**src/rtl/disp_arbiter_if.sv**
```systemverilog
// Requester and display-side signals of the shared seven-segment display arbiter.
// The master drives requests, values and decimal points; the slave returns grants and segment bytes.
interface disp_arbiter_if;
  logic        req0;
  logic [15:0] data0;
  logic [3:0]  dp0;
  logic        req1;
  logic [15:0] data1;
  logic [3:0]  dp1;
  logic        gnt0;
  logic        gnt1;
  logic [7:0]  in3;
  logic [7:0]  in2;
  logic [7:0]  in1;
  logic [7:0]  in0;

  modport master (
    output req0, data0, dp0, req1, data1, dp1,
    input  gnt0, gnt1, in3, in2, in1, in0
  );

  modport slave (
    input  req0, data0, dp0, req1, data1, dp1,
    output gnt0, gnt1, in3, in2, in1, in0
  );
endinterface

```
**src/rtl/disp_arbiter.sv**
```systemverilog
// Round-robin owner of the 4-digit display with minimum hold, hex decode and leading-zero blanking.
// Grants are registered; segment bytes follow one cycle later. Requests are levels, with no backpressure.
module disp_arbiter #(
  parameter int TICK_DIV   = 50000,
  parameter int HOLD_TICKS = 500,
  parameter int LZB        = 1
) (
  input  logic            clk,
  input  logic            reset,
  disp_arbiter_if.slave   bus
);
  localparam int TW = (TICK_DIV > 1) ? $clog2(TICK_DIV) : 1;
  localparam int HW = $clog2(HOLD_TICKS + 1);

  typedef enum logic [1:0] {IDLE, OWN0, OWN1} state_t;

  state_t          state_q, state_d;
  logic            last_owner_q;
  logic [TW-1:0]   tick_cnt_q;
  logic [HW-1:0]   hold_cnt_q;
  logic            tick;
  logic            hold_done;
  logic [31:0]     seg_d, seg_q;
  logic [15:0]     own_data;
  logic [3:0]      own_dp;
  logic [3:0]      blank;

  function automatic logic [6:0] hex7(input logic [3:0] n);
    case (n)
      4'h0: hex7 = 7'h40;  4'h1: hex7 = 7'h79;  4'h2: hex7 = 7'h24;  4'h3: hex7 = 7'h30;
      4'h4: hex7 = 7'h19;  4'h5: hex7 = 7'h12;  4'h6: hex7 = 7'h02;  4'h7: hex7 = 7'h78;
      4'h8: hex7 = 7'h00;  4'h9: hex7 = 7'h10;  4'hA: hex7 = 7'h08;  4'hB: hex7 = 7'h03;
      4'hC: hex7 = 7'h46;  4'hD: hex7 = 7'h21;  4'hE: hex7 = 7'h06;  default: hex7 = 7'h0E;
    endcase
  endfunction

  assign tick      = (tick_cnt_q == TW'(TICK_DIV - 1));
  assign hold_done = (hold_cnt_q >= HW'(HOLD_TICKS));

  always_comb begin
    state_d = state_q;
    case (state_q)
      IDLE: begin
        if (bus.req0 && bus.req1) state_d = last_owner_q ? OWN0 : OWN1;
        else if (bus.req0)        state_d = OWN0;
        else if (bus.req1)        state_d = OWN1;
      end
      OWN0: begin
        if (!bus.req0)                  state_d = bus.req1 ? OWN1 : IDLE;
        else if (bus.req1 && hold_done) state_d = OWN1;
      end
      OWN1: begin
        if (!bus.req1)                  state_d = bus.req0 ? OWN0 : IDLE;
        else if (bus.req0 && hold_done) state_d = OWN0;
      end
      default: state_d = IDLE;
    endcase
  end

  always_ff @(posedge clk) begin
    if (!reset) begin
      state_q      <= IDLE;
      last_owner_q <= 1'b1;
      tick_cnt_q   <= '0;
      hold_cnt_q   <= '0;
    end else begin
      state_q    <= state_d;
      tick_cnt_q <= tick ? '0 : tick_cnt_q + 1'b1;
      // A fresh owner always starts its hold from zero, even on a direct hand-off.
      if (state_d != state_q && state_d != IDLE)
        hold_cnt_q <= '0;
      else if (tick && state_q != IDLE && !hold_done)
        hold_cnt_q <= hold_cnt_q + 1'b1;
      if (state_d == OWN0 && state_q != OWN0) last_owner_q <= 1'b0;
      if (state_d == OWN1 && state_q != OWN1) last_owner_q <= 1'b1;
    end
  end

  assign own_data = (state_q == OWN1) ? bus.data1 : bus.data0;
  assign own_dp   = (state_q == OWN1) ? bus.dp1   : bus.dp0;

  always_comb begin
    blank = 4'b0000;
    if (LZB != 0) begin
      blank[3] = (own_data[15:12] == 4'h0);
      blank[2] = blank[3] && (own_data[11:8] == 4'h0);
      blank[1] = blank[2] && (own_data[7:4] == 4'h0);
    end
    seg_d = 32'hFFFF_FFFF;
    if (state_q != IDLE) begin
      for (int i = 0; i < 4; i++) begin
        seg_d[8*i +: 8] = {~own_dp[i], blank[i] ? 7'h7F : hex7(own_data[4*i +: 4])};
      end
    end
  end

  always_ff @(posedge clk) begin
    if (!reset) seg_q <= 32'hFFFF_FFFF;
    else        seg_q <= seg_d;
  end

  assign bus.gnt0 = (state_q == OWN0);
  assign bus.gnt1 = (state_q == OWN1);
  assign bus.in3  = seg_q[31:24];
  assign bus.in2  = seg_q[23:16];
  assign bus.in1  = seg_q[15:8];
  assign bus.in0  = seg_q[7:0];
endmodule

```
**src/flat_wrapper.sv**
```systemverilog
// flat-port wrapper written by rule: the top's interface ports become plain ports
module disp_arbiter_flat 
#(
  parameter int TICK_DIV   = 50000,
  parameter int HOLD_TICKS = 500,
  parameter int LZB        = 1
)
  (clk, reset, bus_req0, bus_data0, bus_dp0, bus_req1, bus_data1, bus_dp1, bus_gnt0, bus_gnt1, bus_in3, bus_in2, bus_in1, bus_in0);
  disp_arbiter_if bus_i ();
  input  logic clk;
  input  logic reset;
  input wire logic [$bits(bus_i.req0)-1:0] bus_req0;
  input wire logic [$bits(bus_i.data0)-1:0] bus_data0;
  input wire logic [$bits(bus_i.dp0)-1:0] bus_dp0;
  input wire logic [$bits(bus_i.req1)-1:0] bus_req1;
  input wire logic [$bits(bus_i.data1)-1:0] bus_data1;
  input wire logic [$bits(bus_i.dp1)-1:0] bus_dp1;
  output wire logic [$bits(bus_i.gnt0)-1:0] bus_gnt0;
  output wire logic [$bits(bus_i.gnt1)-1:0] bus_gnt1;
  output wire logic [$bits(bus_i.in3)-1:0] bus_in3;
  output wire logic [$bits(bus_i.in2)-1:0] bus_in2;
  output wire logic [$bits(bus_i.in1)-1:0] bus_in1;
  output wire logic [$bits(bus_i.in0)-1:0] bus_in0;
  assign bus_i.req0 = bus_req0;
  assign bus_i.data0 = bus_data0;
  assign bus_i.dp0 = bus_dp0;
  assign bus_i.req1 = bus_req1;
  assign bus_i.data1 = bus_data1;
  assign bus_i.dp1 = bus_dp1;
  assign bus_gnt0 = bus_i.gnt0;
  assign bus_gnt1 = bus_i.gnt1;
  assign bus_in3 = bus_i.in3;
  assign bus_in2 = bus_i.in2;
  assign bus_in1 = bus_i.in1;
  assign bus_in0 = bus_i.in0;
  disp_arbiter #(.TICK_DIV(TICK_DIV), .HOLD_TICKS(HOLD_TICKS), .LZB(LZB)) u_core (.clk(clk), .reset(reset), .bus(bus_i));
endmodule
```
**config.mk**
```make
export PLATFORM = sky130hd
export DESIGN_NAME = disp_arbiter_flat
export DESIGN_NICKNAME = d
export VERILOG_FILES = /design/src/rtl/disp_arbiter_if.sv /design/src/rtl/disp_arbiter.sv /design/src/flat_wrapper.sv
export SDC_FILE = /design/constraint.sdc
export NUM_CORES = 1
export LEC_CHECK = 0
export CORE_ASPECT_RATIO = 1.2
export CORE_MARGIN = 10
export CORE_UTILIZATION = 50
export CTS_BUF_LIST = sky130_fd_sc_hd__clkbuf_8
export DETAILED_ROUTE_END_ITERATION = 8
export DONT_BUFFER_PORTS = 1
export HOLD_SLACK_MARGIN = 0.05
export SLEW_MARGIN = 10
export SYNTH_ARGS = -nofsm -noshare
export SYNTH_HDL_FRONTEND = slang
export SYNTH_SLANG_ARGS = --single-unit
```
**constraint.sdc**
```tcl
create_clock -name clk -period 3.6 [get_ports clk]
set_clock_uncertainty 0.2 [all_clocks]
set_input_delay 0.72 -clock clk [delete_from_list [all_inputs] [get_ports clk]]
set_output_delay 0.72 -clock clk [all_outputs]
set_load 0.05 [all_outputs]
```
==> impl_metrics.tcl <==
set metrics [dict create \
    post-route-util_pct 54.6 \
    worstHoldPathCells 1 \
    syn-instance-count 366 \
    grt_max_degree 24 \
    drt_iter0_drc 101 \
    clk_pin_slew_ns 0.06 \
    num_vias 2648 \
    outcome "complete, no violations" \
    p_per_area_nw_per_um2 438 \
    ant_nets 0 \
    final_max_slew_viol_count 0 \
    cts_buffers 9 \
    pwr-share-seq_pct 48.8 \
    synth_edf_count 0 \
    period_needed_ns 2.82 \
    clock_latency_ns 0.33 \
    async_flop_share_pct 0 \
    setup_viol_count_final 0 \
    ctsLongestPathBuffers 2 \
    drv_cap 0 \
    ctsHoldBuffers 0 \
    layout-area-overhead-vs-synth_pct 6.18 \
    cpPeakStageDelay_ns 0.46 \
    power_switching_uw 500 \
    ir_drop_mv 0.180 \
    pin_count 78 \
    cts_max_level 3 \
    maxSlewHeadroom_pct 39.8 \
    whs_endpoint "u_core.seg_q[7]$_SDFF_PN1_" \
    die_y_um 112 \
    final_nets 441 \
    tns_ns 0 \
    start_kind "flop" \
    netlist_area_sq_um 3520 \
    synth_area_leaders "dfxtp_1 (34%), ha_1 (9.6%), nand2_1 (3.9%)" \
    place_congestion 0.845 \
    drc_errors 0 \
    postCtsSetupBuffers 0 \
    synth.cells.most_frequent "dfxtp_1 (60), nand2_1 (37), nor2_1 (32), ha_1 (27), a21oi_1 (16)" \
    clock_sinks 60 \
    hold_viol_final 0 \
    crit_chain "nor2b_4 -> buf_12 -> mux2i_1 -> ha_1 -> nand3_1 -> nor3_2 -> a31oi_4 -> o311ai_1" \
    synth_top_area_cell "dfxtp_1" \
    min_path_type "in2reg" \
    grt_usage_pct 14.3 \
    internal_power_uw 1140 \
    overflow 0 \
    reg2reg_slack_ns 0.78 \
    yosysMostFrequentCell "dfxtp_1" \
    grt_setup_unrepaired "false" \
    worstMarginPinSlew_ns 0.896 \
    ys_types 56 \
    place_inst 446 \
    ys_dominant_reg_cell "dfxtp_1" \
    critPathKind "reg2reg" \
    port_buffers 0 \
    syn_area_per_cell_sq_um 9.63 \
    power_frac_comb_pct 14.8 \
    cp_slowest_cell "dfxtp_1" \
    switching_share_pct 30.5 \
    fin_hold_ws_ns 0.250 \
    initial_core_util_pct 51.4 \
    final_cells 460 \
    clockRootBuffer "clkbuf_8" \
    core_sq_um 6850 \
    timing.rr.end "u_core.seg_q[10]$_SDFF_PP1_" \
    crit-reg2reg-launch "u_core.state_q[1]$_SDFF_PN0_" \
    finalCritPeriodShare_pct 78.3 \
    viasPerCell 5.76 \
    cts.repair.resized 0 \
    synth_top_cell_area_share_pct 34.1 \
    yosys_warnings 0 \
    worst_ep_required_time_ns 3.64 \
    grt_pass1_vias 2601 \
    cts_tree "yes" \
    critical_path.max_fanout 23 \
    hp-start "reset" \
    antenna_found_initial 0 \
    synth_seq_cells 60 \
    grt_pass1_wl_um 13000 \
    syn-num-nets 437 \
    arrival_ns 2.85 \
    wl_per_cell_um 17.0 \
    antenna_cells 0 \
    fmaxAchievable_mhz 355 \
    worstSetupEndpointType "flop" \
    yosysSeqAreaShare_pct 34.1 \
    fp-row-count 33 \
    wirelength_um 7830 \
    die_area_sq_um 10800 \
    p_clk_share_pct 36.4 \
    die_x_um 96.6 \
    drive_above_1_share_pct 13.9 \
    p_leak_uw 0.00139 \
    rr_worst_depth 8 \
    drtPass1Iterations 4 \
    hpwl_um 5980 \
]
## power groups by stage
stage          clock network (uW)  registers, uW  logic, uW
2_1_floorplan                   0            805        214
3_3_place_gp                    0            816        243
3_5_place_dp                    0            817        242
4_1_cts                       617            802        243
5_1_grt                       644            803        272
6_report                      597            800        243
## cells by family after synthesis
kind of cell / after synthesis / synth area share (%)
AO/OA/AOI/OAI: 77 / 16.3
XOR/XNOR: 22 / 5.47
adder cells (fa/ha/maj): 27 / 9.58
buffers and inverters: 25 / 4.90
flip-flops: 60 / 34.1
multiplexers: 30 / 11.6
AND/OR/NAND/NOR: 125 / 18.1
## critical path, delay by kind of cell (launching register included)
family / cells / cell delay (ns)
simple gates: 3 / 0.67
flops: 1 / 0.46
mux: 1 / 0.43
fa+ha+maj: 1 / 0.38
compound gates: 2 / 0.31
buf+inv: 1 / 0.25
## area by class of cell
cell class,count,area (sq um)
timing repair buffer,3,35.0
clock buffer,11,151
tap,87,109
sequential,60,1200
clock inverter,3,38.8
inverter,15,56.3
fill,633,3110
multi-input combinational,281,2150
## worst max path at each step
stage,start,endpoint,slack (ns),depth (start not counted)
global route,u_core.state_q[1]$_SDFF_PN0_,u_core.seg_q[10]$_SDFF_PP1_,0.51,8
global placement,u_core.state_q[1]$_SDFF_PN0_,u_core.seg_q[8]$_SDFF_PP1_,0.92,8
detailed placement,u_core.state_q[1]$_SDFF_PN0_,u_core.seg_q[10]$_SDFF_PP1_,0.76,8
finish,u_core.state_q[1]$_SDFF_PN0_,u_core.seg_q[10]$_SDFF_PP1_,0.78,8
CTS,u_core.state_q[1]$_SDFF_PN0_,u_core.seg_q[10]$_SDFF_PP1_,0.75,8
floorplan,u_core.state_q[1]$_SDFF_PN0_,u_core.seg_q[16]$_SDFF_PP1_,1.01,11
## state kept, by name (all words and copies together), names as in the netlist
signal,flops
u_core.seg_q,32
u_core.state_q,2
u_core.tick_cnt_q,16
u_core.hold_cnt_q,9
u_core.last_owner_q,1
## cells in the final DEF (no fill, tap or decap), types with 5 or more instances in the layout
| cell | n |
|---|---|
| o221ai_1 | 11 |
| dfxtp_1 | 60 |
| and3_1 | 5 |
| mux2i_1 | 11 |
| nor2_1 | 32 |
| xnor2_1 | 14 |
| inv_1 | 15 |
| a21oi_1 | 16 |
| mux2i_4 | 5 |
| ha_1 | 27 |
| xor2_1 | 8 |
| o21ai_0 | 10 |
| nand3_1 | 13 |
| nand2_1 | 37 |
| nand4_1 | 8 |
| clkbuf_8 | 11 |
| nor3_1 | 5 |
| o211ai_1 | 10 |
| mux2_2 | 5 |
| mux2_4 | 5 |
## routing by layer
metal	wire length, um	share of wire (%)	global-route usage (%)	vias to the layer above
met2	3860	49	24.6	71
li1	-	-	-	1324
met5	0	0	0	-
met1	3340	43	15.6	1243
met4	73	0.93	4.43	0
met3	553	7.1	5.88	10
## through the flow
step / cell area (sq um) / setup WS [ns] / total power [uW]
CTS: 3740 / 0.753 / 1660
detailed placement: 3550 / 0.760 / 1060
global route: 3740 / 0.514 / 1720
floorplan: 3520 / 1.01 / 1020
finish: 3740 / 0.783 / 1640
global placement: 3550 / 0.922 / 1060
Power figures use the tool's default switching activity.
